===== config.mk =====
export PLATFORM = sky130hd
export DESIGN_NAME = coin_credit_accumulator
export DESIGN_NICKNAME = d
export VERILOG_FILES = /design/src/rtl/vending_pkg.sv /design/src/rtl/half_adder.sv /design/src/rtl/ripple_adder_n.sv /design/src/rtl/coin_credit_accumulator.sv
export SDC_FILE = /design/constraint.sdc
export NUM_CORES = 1
export LEC_CHECK = 0
export BUFFER_PORTS_ARGS = -buffer_cell sky130_fd_sc_hd__buf_2
export CAP_MARGIN = 20
export CORE_MARGIN = 5
export CORE_UTILIZATION = 30
export DETAILED_ROUTE_END_ITERATION = 10
export GPL_TIMING_DRIVEN = 0
export PLACE_DENSITY_LB_ADDON = 0.08
export SLEW_MARGIN = 40
export SYNTH_ARGS = -nofsm -noshare
export SYNTH_HDL_FRONTEND = slang
export SYNTH_SLANG_ARGS = --single-unit

===== constraint.sdc =====
create_clock -name clk_i -period 3.9 [get_ports clk_i]
set_clock_uncertainty 0.1 [all_clocks]
set_input_delay 0.585 -clock clk_i [delete_from_list [all_inputs] [get_ports clk_i]]
set_output_delay 0.585 -clock clk_i [all_outputs]
set_load 0.05 [all_outputs]

===== src/rtl/vending_pkg.sv =====
// Shared definitions for the vending machine datapath.
//   - state_e    : 2-bit FSM encoding (Idle, Collect, Dispense, Change)
//   - Coin*      : coin_type codes; CoinInvalid is never accepted
//   - Default*   : default coin values and item price
package vending_pkg;

    typedef enum logic [1:0] {
        StIdle     = 2'b00,
        StCollect  = 2'b01,
        StDispense = 2'b10,
        StChange   = 2'b11
    } state_e;

    localparam logic [1:0] CoinA       = 2'b00;
    localparam logic [1:0] CoinB       = 2'b01;
    localparam logic [1:0] CoinC       = 2'b10;
    localparam logic [1:0] CoinInvalid = 2'b11;

    localparam int unsigned DefaultCreditW = 8;
    localparam int unsigned DefaultPrice   = 15;
    localparam int unsigned DefaultCoinA   = 5;
    localparam int unsigned DefaultCoinB   = 10;
    localparam int unsigned DefaultCoinC   = 20;

endpackage


===== src/rtl/half_adder.sv =====
// Single-bit half adder cell.
//   a_i, b_i : operand bits
//   sum_o    : a_i ^ b_i
//   carry_o  : a_i & b_i
module half_adder (
    input  logic a_i,
    input  logic b_i,
    output logic sum_o,
    output logic carry_o
);

    assign sum_o   = a_i ^ b_i;
    assign carry_o = a_i & b_i;

endmodule


===== src/rtl/ripple_adder_n.sv =====
// N-bit ripple-carry adder built from half_adder cells. Each bit is a full adder made of
// two half adders whose carries are OR-merged (they can never both be 1).
//   a_i, b_i : N-bit operands
//   sum_o    : N-bit sum
//   carry_o  : carry out of the MSB
module ripple_adder_n #(
    parameter int unsigned N = 8
) (
    input  logic [N-1:0] a_i,
    input  logic [N-1:0] b_i,
    output logic [N-1:0] sum_o,
    output logic         carry_o
);

    logic [N:0] carry;

    assign carry[0] = 1'b0;

    for (genvar i = 0; i < N; i++) begin : g_bit
        logic s_ab;
        logic c_ab;
        logic c_sc;

        half_adder u_ha_ab (
            .a_i     (a_i[i]),
            .b_i     (b_i[i]),
            .sum_o   (s_ab),
            .carry_o (c_ab)
        );

        half_adder u_ha_sc (
            .a_i     (s_ab),
            .b_i     (carry[i]),
            .sum_o   (sum_o[i]),
            .carry_o (c_sc)
        );

        assign carry[i+1] = c_ab | c_sc;
    end

    assign carry_o = carry[N];

endmodule


===== src/rtl/coin_credit_accumulator.sv =====
// Coin credit accumulator: front end of the vending datapath. Accumulates coin credit,
// pulses dispense_o when the price is reached and returns excess credit as change.
// Optional macro CHANGE_RETURN_EN builds the change/refund path; without it excess credit
// is forfeited and cancel simply clears credit.
// Ports:
//   clk_i, rst_ni         : clock, asynchronous active-low reset
//   coin_valid_i/type_i   : coin offer; coin_ready_o accepts it (low while busy or cancelling)
//   cancel_i              : level request to refund accumulated credit
//   dispense_o            : one-cycle release pulse
//   change_valid_o/amount : change or refund, held until change_ack_i
//   coin_reject_o         : one-cycle pulse for an invalid or overflowing coin
//   credit_o              : registered credit; busy_o high in Dispense or Change
module coin_credit_accumulator
    import vending_pkg::*;
#(
    parameter int unsigned CREDIT_W   = DefaultCreditW,
    parameter int unsigned PRICE      = DefaultPrice,
    parameter int unsigned COIN_A_VAL = DefaultCoinA,
    parameter int unsigned COIN_B_VAL = DefaultCoinB,
    parameter int unsigned COIN_C_VAL = DefaultCoinC
) (
    input  logic                clk_i,
    input  logic                rst_ni,
    input  logic                coin_valid_i,
    input  logic [1:0]          coin_type_i,
    output logic                coin_ready_o,
    input  logic                cancel_i,
    output logic                dispense_o,
    output logic                change_valid_o,
    output logic [CREDIT_W-1:0] change_amount_o,
    input  logic                change_ack_i,
    output logic                coin_reject_o,
    output logic [CREDIT_W-1:0] credit_o,
    output logic                busy_o
);

    localparam int unsigned       CreditMax = (32'd1 << CREDIT_W) - 32'd1;
    localparam logic [CREDIT_W:0] PriceExt  = PRICE[CREDIT_W:0];

    state_e              state_q, state_d;
    logic [CREDIT_W-1:0] credit_q, credit_d;
    logic                reject_q, reject_d;

    logic [CREDIT_W-1:0] coin_val;
    logic                coin_bad;
    logic [CREDIT_W-1:0] sum;
    logic                sum_carry;
    logic                accepting;

    // A coin value that does not fit the credit width can never be added without overflow.
    always_comb begin
        coin_val = '0;
        coin_bad = 1'b0;
        unique case (coin_type_i)
            CoinA: begin
                coin_val = COIN_A_VAL[CREDIT_W-1:0];
                coin_bad = (COIN_A_VAL > CreditMax);
            end
            CoinB: begin
                coin_val = COIN_B_VAL[CREDIT_W-1:0];
                coin_bad = (COIN_B_VAL > CreditMax);
            end
            CoinC: begin
                coin_val = COIN_C_VAL[CREDIT_W-1:0];
                coin_bad = (COIN_C_VAL > CreditMax);
            end
            default: coin_bad = 1'b1;
        endcase
    end

    ripple_adder_n #(
        .N (CREDIT_W)
    ) u_adder (
        .a_i     (credit_q),
        .b_i     (coin_val),
        .sum_o   (sum),
        .carry_o (sum_carry)
    );

    assign accepting = (state_q == StIdle) || (state_q == StCollect);

`ifdef CHANGE_RETURN_EN
    logic [CREDIT_W-1:0] excess;
    assign excess = credit_q - PRICE[CREDIT_W-1:0];
`else
    logic unused_change_ack;
    assign unused_change_ack = change_ack_i;
`endif

    always_comb begin
        state_d  = state_q;
        credit_d = credit_q;
        reject_d = 1'b0;
        unique case (state_q)
            StIdle, StCollect: begin
                // cancel wins over a simultaneous coin: no transfer, no reject
                if (cancel_i) begin
                    if (state_q == StCollect && credit_q != '0) begin
`ifdef CHANGE_RETURN_EN
                        state_d = StChange;
`else
                        state_d  = StIdle;
                        credit_d = '0;
`endif
                    end
                end else if (coin_valid_i) begin
                    if (coin_bad || sum_carry) begin
                        reject_d = 1'b1;
                    end else begin
                        credit_d = sum;
                        state_d  = ({sum_carry, sum} >= PriceExt) ? StDispense : StCollect;
                    end
                end
            end
            StDispense: begin
`ifdef CHANGE_RETURN_EN
                if (excess != '0) begin
                    state_d  = StChange;
                    credit_d = excess;
                end else begin
                    state_d  = StIdle;
                    credit_d = '0;
                end
`else
                state_d  = StIdle;
                credit_d = '0;
`endif
            end
            StChange: begin
`ifdef CHANGE_RETURN_EN
                if (change_ack_i) begin
                    state_d  = StIdle;
                    credit_d = '0;
                end
`else
                state_d  = StIdle;
                credit_d = '0;
`endif
            end
        endcase
    end

    always_ff @(posedge clk_i or negedge rst_ni) begin
        if (!rst_ni) begin
            state_q  <= StIdle;
            credit_q <= '0;
            reject_q <= 1'b0;
        end else begin
            state_q  <= state_d;
            credit_q <= credit_d;
            reject_q <= reject_d;
        end
    end

    assign coin_ready_o  = accepting && !cancel_i;
    assign dispense_o    = (state_q == StDispense);
    assign coin_reject_o = reject_q;
    assign credit_o      = credit_q;

`ifdef CHANGE_RETURN_EN
    assign change_valid_o  = (state_q == StChange);
    assign change_amount_o = (state_q == StChange) ? credit_q : '0;
`else
    assign change_valid_o  = 1'b0;
    assign change_amount_o = '0;
`endif

    assign busy_o = (state_q == StDispense) || change_valid_o;

endmodule


==> impl_metrics.json, run 1 <==
{
  "status": "complete, no violations",
  "cts_tree": "yes",
  "drt_iter0_markers": 32,
  "root_buffer": "clkbuf_4",
  "finalSetupViolCount": 0,
  "tns_ns": 0,
  "synthCells": 106,
  "gp_congestion": 0.743,
  "initial_core_util": 0.315,
  "antenna_cells": 0,
  "track_usage": 0.110,
  "antenna_found_initial": 0,
  "rows": 20,
  "finalInstanceArea_um2": 1170,
  "area_delta_synth_final_pct": 20.1,
  "syn-mean-instance-area_um2": 9.23,
  "clockBufferDepth": 2,
  "fin_crit_sh": 0.857,
  "ys_seq_area_frac": 0.281,
  "grt_overflow": 0,
  "timing_hold_violations_final": 0,
  "power_density_nw_per_um2": 543,
  "cts_setup_buffers": 0,
  "path_class": "in2reg",
  "drcViolationCount": 0,
  "io_buffer_count": 17,
  "maxCapViolCount": 0,
  "grt_pass1_vias": 805,
  "slew_violations": 0,
  "final_layout_size_suffix_gt1_frac": 0.319,
  "die_area_um2": 4500,
  "hp-class": "in2async",
  "wl_um": 2270,
  "rsz0062_at_grt": "false",
  "numCtsBuffers": 3,
  "worstPathMaxFanout": 5,
  "dpl-instance-area_um2": 1150,
  "period_needed_ns": 3.34,
  "core_um2": 3100,
  "cp.arrival_ns": 3.43,
  "dp_hpwl_um": 1730,
  "grt_pass1_wl_um": 3770,
  "synth_cell_type_count": 26,
  "cts_hold_buffers": 0,
  "rrSetupSlack_ns": 0.66,
  "cts-resized-gates": 0,
  "cp-end-kind": "flip-flop",
  "cp-start-kind": "primary input",
  "vdd_ir_drop_max_v": 0.000184,
  "clk_pin_slew_ns": 0.07,
  "ios": 28,
  "first_pass_iters": 4,
  "wl_per_cell_um": 12.7,
  "yosysWarnings": 0,
  "fin_nets": 152,
  "netlist_area_um2": 978,
  "cp.required_ns": 3.99,
  "antenna_left": 0,
  "p_leak_nw": 0.597,
  "avgViaCountPerCell": 4.58,
  "clock-sinks": 11,
  "n_fill_cell": 354,
  "ys_ff_latch": 11,
  "fmax_ghz": 0.299,
  "htreeDepth": 1,
  "fp.dieH_um": 67.1,
  "clock_latency_ns": 0.27,
  "num_vias": 819,
  "die_x_um": 67.1,
  "final_util": 0.379,
  "grt_max_degree": 12
}
## power by group
group | internal (W) | switching [W]
clock network | 0.0000396 | 0.0000395
registers | 0.000144 | 0.0000392
logic | 0.000138 | 0.000238
total | 0.000322 | 0.000316
## synthesized netlist by cell type
| library cell | n | share of area |
|---|---|---|
| buf_4 | 19 | 0.15 |
| dfrtp_1 | 11 | 0.28 |
| nand3_1 | 10 | 0.051 |
| o211ai_1 | 10 | 0.077 |
| nand3b_1 | 8 | 0.061 |
| inv_1 | 7 | 0.027 |
| nand4_1 | 6 | 0.038 |
| ha_1 | 5 | 0.064 |
| fa_1 | 4 | 0.082 |
| clkbuf_1 | 3 | 0.012 |
| nand4b_1 | 3 | 0.027 |
| nor2b_1 | 3 | 0.019 |
| buf_2 | 2 | 0.010 |
| nor2_1 | 2 | 0.0077 |
| nor4_1 | 2 | 0.013 |
| a21boi_0 | 1 | 0.0077 |
| a21o_1 | 1 | 0.0077 |
| a21oi_1 | 1 | 0.0051 |
| a21oi_4 | 1 | 0.017 |
| and3_1 | 1 | 0.0064 |
| buf_1 | 1 | 0.0038 |
| clkinv_1 | 1 | 0.0038 |
| conb_1 | 1 | 0.0038 |
| nand2b_1 | 1 | 0.0064 |
| nor4b_1 | 1 | 0.0090 |
| or4b_4 | 1 | 0.014 |
## cells in the final DEF, fill, tap and decap left out
master    netlist  final
clkbuf_1        3      4
o211ai_1       10     10
a21o_1          1      1
nand3b_1        8      8
dfrtp_1        11     11
clkbuf_4        0      3
nor4_1          2      2
ha_1            5      5
a21oi_4         1      1
buf_2           2     19
buf_1           1      1
nand3_1        10     10
nand4_1         6      6
a21boi_0        1      1
nand4b_1        3      3
nor2b_1         3      3
nand2b_1        1      1
fa_1            4      4
or4b_4          1      1
clkinv_1        1      1
and3_1          1      1
conb_1          1      9
a21oi_1         1      1
nor4b_1         1      1
nor2_1          2      2
buf_4          19     19
inv_1           7      7
## cell families after synthesis
group,share of synthesized area
buffers and inverters,0.202
AO/OA/AOI/OAI,0.114
other,0.00383
adder cells (fa/ha/maj),0.146
AND/OR/NAND/NOR,0.253
flip-flops,0.281
## state kept, by name, indices dropped and copies added (netlist names)
signal and flops:
coin_reject_o 1, state_q 2, credit_o 8
## worst paths after layout
kind                                start           to  depth (start not counted)
max in group asynchronous          rst_ni  credit_o[6]                          1
min reg2reg                   credit_o[6]  credit_o[6]                          2
min in group clk_i            credit_o[6]  credit_o[6]                          2
max                        coin_type_i[1]   state_q[0]                         14
max reg2reg                   credit_o[0]   state_q[0]                         12
min                                rst_ni  credit_o[2]                          1
## worst max-delay path, stage by stage
cell	delay, ns
buf_2	0.14
nor2_1	0.11
ha_1	0.14
inv_1	0.04
fa_1	0.37
fa_1	0.38
fa_1	0.36
inv_1	0.09
fa_1	0.17
ha_1	0.14
ha_1	0.24
nor4b_1	0.37
nand3_1	0.12
o211ai_1	0.17
## metrics by stage
stage	hold WS [ns]	setup slack, ns	power [W]	instances
2_1_floorplan	0.189	0.627	0.000483	114
3_3_place_gp	0.369	0.223	0.000561	175
3_5_place_dp	0.372	0.249	0.000562	175
4_1_cts	0.0809	0.527	0.000643	179
5_1_grt	0.0890	0.406	0.000687	179
6_report	0.0677	0.560	0.000638	179
## cell type report
cell class,instances,area (µm²),share of cell area
Tap cell,44,55.1,0.0469
Buffer,25,168,0.143
Sequential cell,11,275,0.234
Multi-Input combinational cell,70,536,0.456
Clock buffer,4,26.3,0.0224
Timing Repair Buffer,17,85.1,0.0724
Inverter,8,30.0,0.0256
## layer usage
metal / up-vias / GRT usage / part of all wire
met2: 27 / 0.163 / 0.42
met3: 3 / 0.0135 / 0.058
met5: - / 0 / 0
met4: 0 / 0.0532 / 0.0084
met1: 380 / 0.157 / 0.52
li1: 409 / - / -
Power figures use the tool's default switching activity.
==> inputs of run 2 (changes only) <==
- CORE_UTILIZATION: 30 -> 45
==> run 2 against run 1 <==
Net effect:
- final area fell by 1.8%
- via count is 0.12% lower
- sequential cell count did not move
- register-to-register slack about the same
- non-clock buffer count unchanged
- combinational power barely moved
- worst setup slack lost 0.046 ns
- first-iteration DRC count fell by 50%
- final cell count fell by 9.5%
- utilization grew 19 points
==> impl_metrics.json, run 2 (synthesis results as in run 1) <==
{
  "wl_um": 2080,
  "cp.arrival_ns": 3.48,
  "wl_per_cell_um": 12.9,
  "initial_core_util": 0.484,
  "antenna_left": 0,
  "cp-end-kind": "flip-flop",
  "rsz0062_at_grt": "false",
  "fp.dieH_um": 56.6,
  "core_um2": 2020,
  "comb_power_share": 0.590,
  "cp_slowest_cell": "fa_1",
  "maxCapViolCount": 0,
  "switching_share": 0.490,
  "crit_chain": "buf_2 > nor2_1 > ha_1 > inv_1 > fa_1 > fa_1 > fa_1 > inv_1 > fa_1 > ha_1 > ha_1 > ha_1 > a21o_1 > buf_4 > o211ai_1 > o211ai_1",
  "slew_violations": 0,
  "grt_pass1_wl_um": 3660,
  "p_int_w": 0.000323,
  "grt_overflow": 0,
  "finalSetupViolCount": 0,
  "cts_setup_buffers": 0,
  "switchingPower_w": 0.000310,
  "cp-start-kind": "primary input",
  "root_buffer": "clkbuf_4",
  "largest_reg_flops": 8,
  "dpl-instance-area_um2": 1130,
  "num_vias": 818,
  "vdd_ir_drop_max_v": 0.000400,
  "clock_latency_ns": 0.27,
  "power_density_nw_per_um2": 549,
  "htreeDepth": 1,
  "cts_hold_buffers": 0,
  "io_buffer_count": 17,
  "cts-resized-gates": 0,
  "power_frac_seq": 0.289,
  "dp_hpwl_um": 1620,
  "r2r-end": "state_q[0]",
  "hp-class": "in2async",
  "drt_iter0_markers": 16,
  "clk_pin_slew_ns": 0.07,
  "crit_buf_inv": 4,
  "track_usage": 0.142,
  "fin_nets": 152,
  "grt_max_degree": 12,
  "critPathMaxStageDelay_ns": 0.41,
  "cts_tree": "yes",
  "numCtsBuffers": 3,
  "timing_hold_violations_final": 0,
  "path_class": "in2reg",
  "rrSetupSlack_ns": 0.65,
  "worstPathMaxFanout": 10,
  "avgViaCountPerCell": 5.05,
  "grt_pass1_vias": 806,
  "rows": 16,
  "antenna_cells": 0,
  "final_util": 0.571,
  "critical_path.startpoint": "coin_type_i[1]",
  "finalInstanceArea_um2": 1150,
  "clkPwrFrac": 0.121,
  "p_leak_nw": 0.597,
  "fin_crit_sh": 0.868,
  "cp.required_ns": 3.99,
  "tns_ns": 0,
  "ios": 28,
  "clock-sinks": 11,
  "layout_common_cells": "buf_2, buf_4, dfrtp_1",
  "drcViolationCount": 0,
  "area_delta_synth_final_pct": 17.9,
  "clockBufferDepth": 2,
  "die_x_um": 56.6,
  "period_needed_ns": 3.39,
  "rr_startpoint": "credit_o[0]",
  "first_pass_iters": 4,
  "critPathTopFamily": "adder cells",
  "antenna_found_initial": 0,
  "gp_congestion": 0.864,
  "reg2reg_depth": 14,
  "status": "complete, no violations",
  "die_area_um2": 3210,
  "final_layout_size_suffix_gt1_frac": 0.319,
  "fmax_ghz": 0.295
}
-- run 2: how the worst max path moves through the flow --
| stage | endpoint | slack, ns | depth (start not counted) |
|---|---|---|---|
| global placement | state_q[0] | 0.29 | 14 |
| CTS | state_q[0] | 0.50 | 16 |
| finish | state_q[0] | 0.51 | 16 |
| floorplan | state_q[0] | 0.63 | 13 |
| detailed placement | state_q[0] | 0.25 | 16 |
| global route | state_q[0] | 0.25 | 14 |
-- run 2: power groups by stage --
stage          Combinational (W)  Clock (W)  Sequential (W)
2_1_floorplan           0.000309          0        0.000174
3_3_place_gp            0.000370          0        0.000184
3_5_place_dp            0.000375          0        0.000185
4_1_cts                 0.000375  0.0000776        0.000182
5_1_grt                 0.000410  0.0000822        0.000189
6_report                0.000374  0.0000766        0.000183
-- run 2: through the flow --
| step | power [W] | setup WS [ns] | hold slack, ns | instances |
|---|---|---|---|---|
| 2_1_floorplan | 0.000483 | 0.627 | 0.189 | 114 |
| 3_3_place_gp | 0.000554 | 0.287 | 0.361 | 158 |
| 3_5_place_dp | 0.000560 | 0.254 | 0.364 | 158 |
| 4_1_cts | 0.000635 | 0.498 | 0.0793 | 162 |
| 5_1_grt | 0.000681 | 0.253 | 0.0926 | 162 |
| 6_report | 0.000633 | 0.514 | 0.0696 | 162 |
-- run 2: routing by layer --
layer | wire length [µm] | global-route usage | up-vias
met2 | 949 | 0.219 | 23
met3 | 101 | 0.0115 | 5
met1 | 983 | 0.196 | 385
met5 | 0 | 0 | -
li1 | - | - | 405
met4 | 46 | 0.0712 | 0
-- run 2: cell type report --
| cell class | instances | area, µm² |
|---|---|---|
| fillers | 189 | 868 |
| multi-input cells | 70 | 536 |
| flip-flops and latches | 11 | 275 |
| plain buffers | 25 | 168 |
| repair buffers | 17 | 85.1 |
| well taps | 27 | 33.8 |
| inverters | 8 | 30.0 |
| clock buffers | 4 | 26.3 |
==> inputs of run 3 (changes only) <==
--- a/config.mk
+++ b/config.mk
@@ -14,2 +14,3 @@
 export PLACE_DENSITY_LB_ADDON = 0.08
+export RECOVER_POWER = 100
 export SLEW_MARGIN = 40
==> constraint.sdc (replaced) <==
create_clock -name clk_i -period 3.9 [get_ports clk_i]
set_clock_uncertainty 0.1 [all_clocks]
set_input_delay 0.39 -clock clk_i [delete_from_list [all_inputs] [get_ports clk_i]]
set_output_delay 0.39 -clock clk_i [all_outputs]
set_load 0.05 [all_outputs]
==> run 3 against run 2 <==
Net effect:
- clock power is 0.5% lower
- maximum frequency increased by 4.0%
- die area did not move
- non-clock buffer count rose by 1
- total power shrank 1.0%
- sequential share of layout area rose by 0.13 points
- hold slack improved by 0.30 ns
- sequential power about the same
- utilization is 0.31 points lower
- routed wire length increased by 0.86%
==> impl_metrics.json, run 3 (synthesis results as in run 1) <==
{
  "status": "complete, no violations",
  "initial_core_util": 0.484,
  "slew_headroom": 0.601,
  "tns_ns": 0,
  "die_x_um": 56.6,
  "cts-resized-gates": 0,
  "clk_pin_slew_ns": 0.07,
  "grt_pass1_wl_um": 3670,
  "io_buffer_count": 17,
  "clock-sinks": 11,
  "first_pass_iters": 4,
  "comb_power_share": 0.586,
  "maxCapViolCount": 0,
  "p_leak_nw": 0.551,
  "final_layout_size_suffix_gt1_frac": 0.221,
  "reg2reg_depth": 14,
  "cts_setup_buffers": 0,
  "grt_pass1_vias": 809,
  "antenna_left": 0,
  "switchingPower_w": 0.000312,
  "dp_hpwl_um": 1620,
  "fin_crit_sh": 0.835,
  "antenna_cells": 0,
  "clkPwrFrac": 0.122,
  "gp_congestion": 0.864,
  "place_ws_ns": 0.449,
  "rows": 16,
  "clockBufferDepth": 2,
  "fin_total_pwr_w": 0.000626,
  "rrSetupSlack_ns": 0.64,
  "hold-path-cell-count": 4,
  "cp-end-kind": "flip-flop",
  "finalInstanceArea_um2": 1150,
  "cp-start-kind": "flip-flop",
  "wl_um": 2100,
  "timing_hold_violations_final": 0,
  "dpl-instance-area_um2": 1130,
  "power_frac_seq": 0.292,
  "drt_iter0_markers": 16,
  "whs_ns": 0.369,
  "root_buffer": "clkbuf_4",
  "multi_input_area_um2": 536,
  "largest_reg_flops": 8,
  "vdd_ir_drop_max_v": 0.000395,
  "clock_latency_ns": 0.27,
  "period_needed_ns": 3.26,
  "path_class": "reg2reg",
  "area_delta_synth_final_pct": 17.3,
  "core_um2": 2020,
  "wl_per_cell_um": 12.9,
  "num_vias": 813,
  "hp-class": "in2reg",
  "numCtsBuffers": 3,
  "layout_commonest_cell": "buf_4",
  "cts_tree": "yes",
  "regArea_um2": 275,
  "ios": 28,
  "cp.required_ns": 3.99,
  "finalSetupViolCount": 0,
  "fin_nets": 153,
  "switching_share": 0.498,
  "die_area_um2": 3210,
  "timing.final.ws_setup_ns": 0.645,
  "p_int_w": 0.000315,
  "avgViaCountPerCell": 4.99,
  "fmax_ghz": 0.307,
  "n_fill_cell": 197,
  "fp.dieH_um": 56.6,
  "track_usage": 0.142,
  "cp.arrival_ns": 3.34,
  "grt_max_degree": 12,
  "rsz0062_at_grt": "false",
  "grt_overflow": 0,
  "antenna_found_initial": 0,
  "worstPathMaxFanout": 10,
  "worst_pin_slew_ns": 0.600,
  "layout_common_cells": "buf_4, clkbuf_1, dfrtp_1",
  "drcViolationCount": 0,
  "slew_violations": 0,
  "cts_hold_buffers": 1,
  "htreeDepth": 1,
  "power_density_nw_per_um2": 546
}
==> run 3: cell types whose count changed in the layout (fill, tap and decap cells not counted) <==
| cell | delta |
|---|---|
| clkbuf_1 | +13 |
| dlygate4sd3_1 | +1 |
| buf_2 | -13 |
==> run 3: worst max-delay path, cell delays in order, from the launching register on <==
cell and delay, ns:
dfrtp_1 0.42, ha_1 0.17, inv_1 0.05, fa_1 0.38, fa_1 0.41, fa_1 0.38, inv_1 0.08, fa_1 0.17
ha_1 0.15, ha_1 0.17, ha_1 0.22, a21o_1 0.11, buf_4 0.17, o211ai_1 0.09, o211ai_1 0.11
==> run 3: worst paths after layout <==
path | start | endpoint
setup / recovery | credit_o[0] | state_q[0]
hold / removal | cancel_i | state_q[0]
setup reg to reg | credit_o[0] | state_q[0]
hold reg to reg | credit_o[5] | credit_o[5]
max in group asynchronous | rst_ni | credit_o[7]
min in group asynchronous | rst_ni | credit_o[1]
==> run 3: stage by stage <==
step / std cells / utilization
2_1_floorplan: 114 / -
3_3_place_gp: 158 / 0.558
3_5_place_dp: 158 / 0.558
4_1_cts: 163 / 0.575
5_1_grt: 163 / 0.567
6_report: 163 / 0.567
==> run 3: power groups by stage <==
| stage | registers, W | clock network, W | logic [W] |
|---|---|---|---|
| floorplan | 0.000174 | 0 | 0.000309 |
| global placement | 0.000184 | 0 | 0.000370 |
| detailed placement | 0.000185 | 0 | 0.000375 |
| CTS | 0.000182 | 0.0000776 | 0.000376 |
| global route | 0.000189 | 0.0000822 | 0.000403 |
| finish | 0.000183 | 0.0000762 | 0.000367 |
==> run 3: final cells by class <==
class,instances,area share
multi-input combinational,70,0.467
sequential,11,0.240
buffer,25,0.146
timing repair buffer,18,0.0687
tap,27,0.0294
inverter,8,0.0262
clock buffer,4,0.0229
==> run 3: per-layer routing <==
layer / global-route usage / vias to the layer above / wire, µm
li1: - / 407 / -
met1: 0.197 / 378 / 996
met2: 0.219 / 23 / 951
met3: 0.0115 / 5 / 106
met4: 0.0712 / 0 / 46
met5: 0 / - / 0
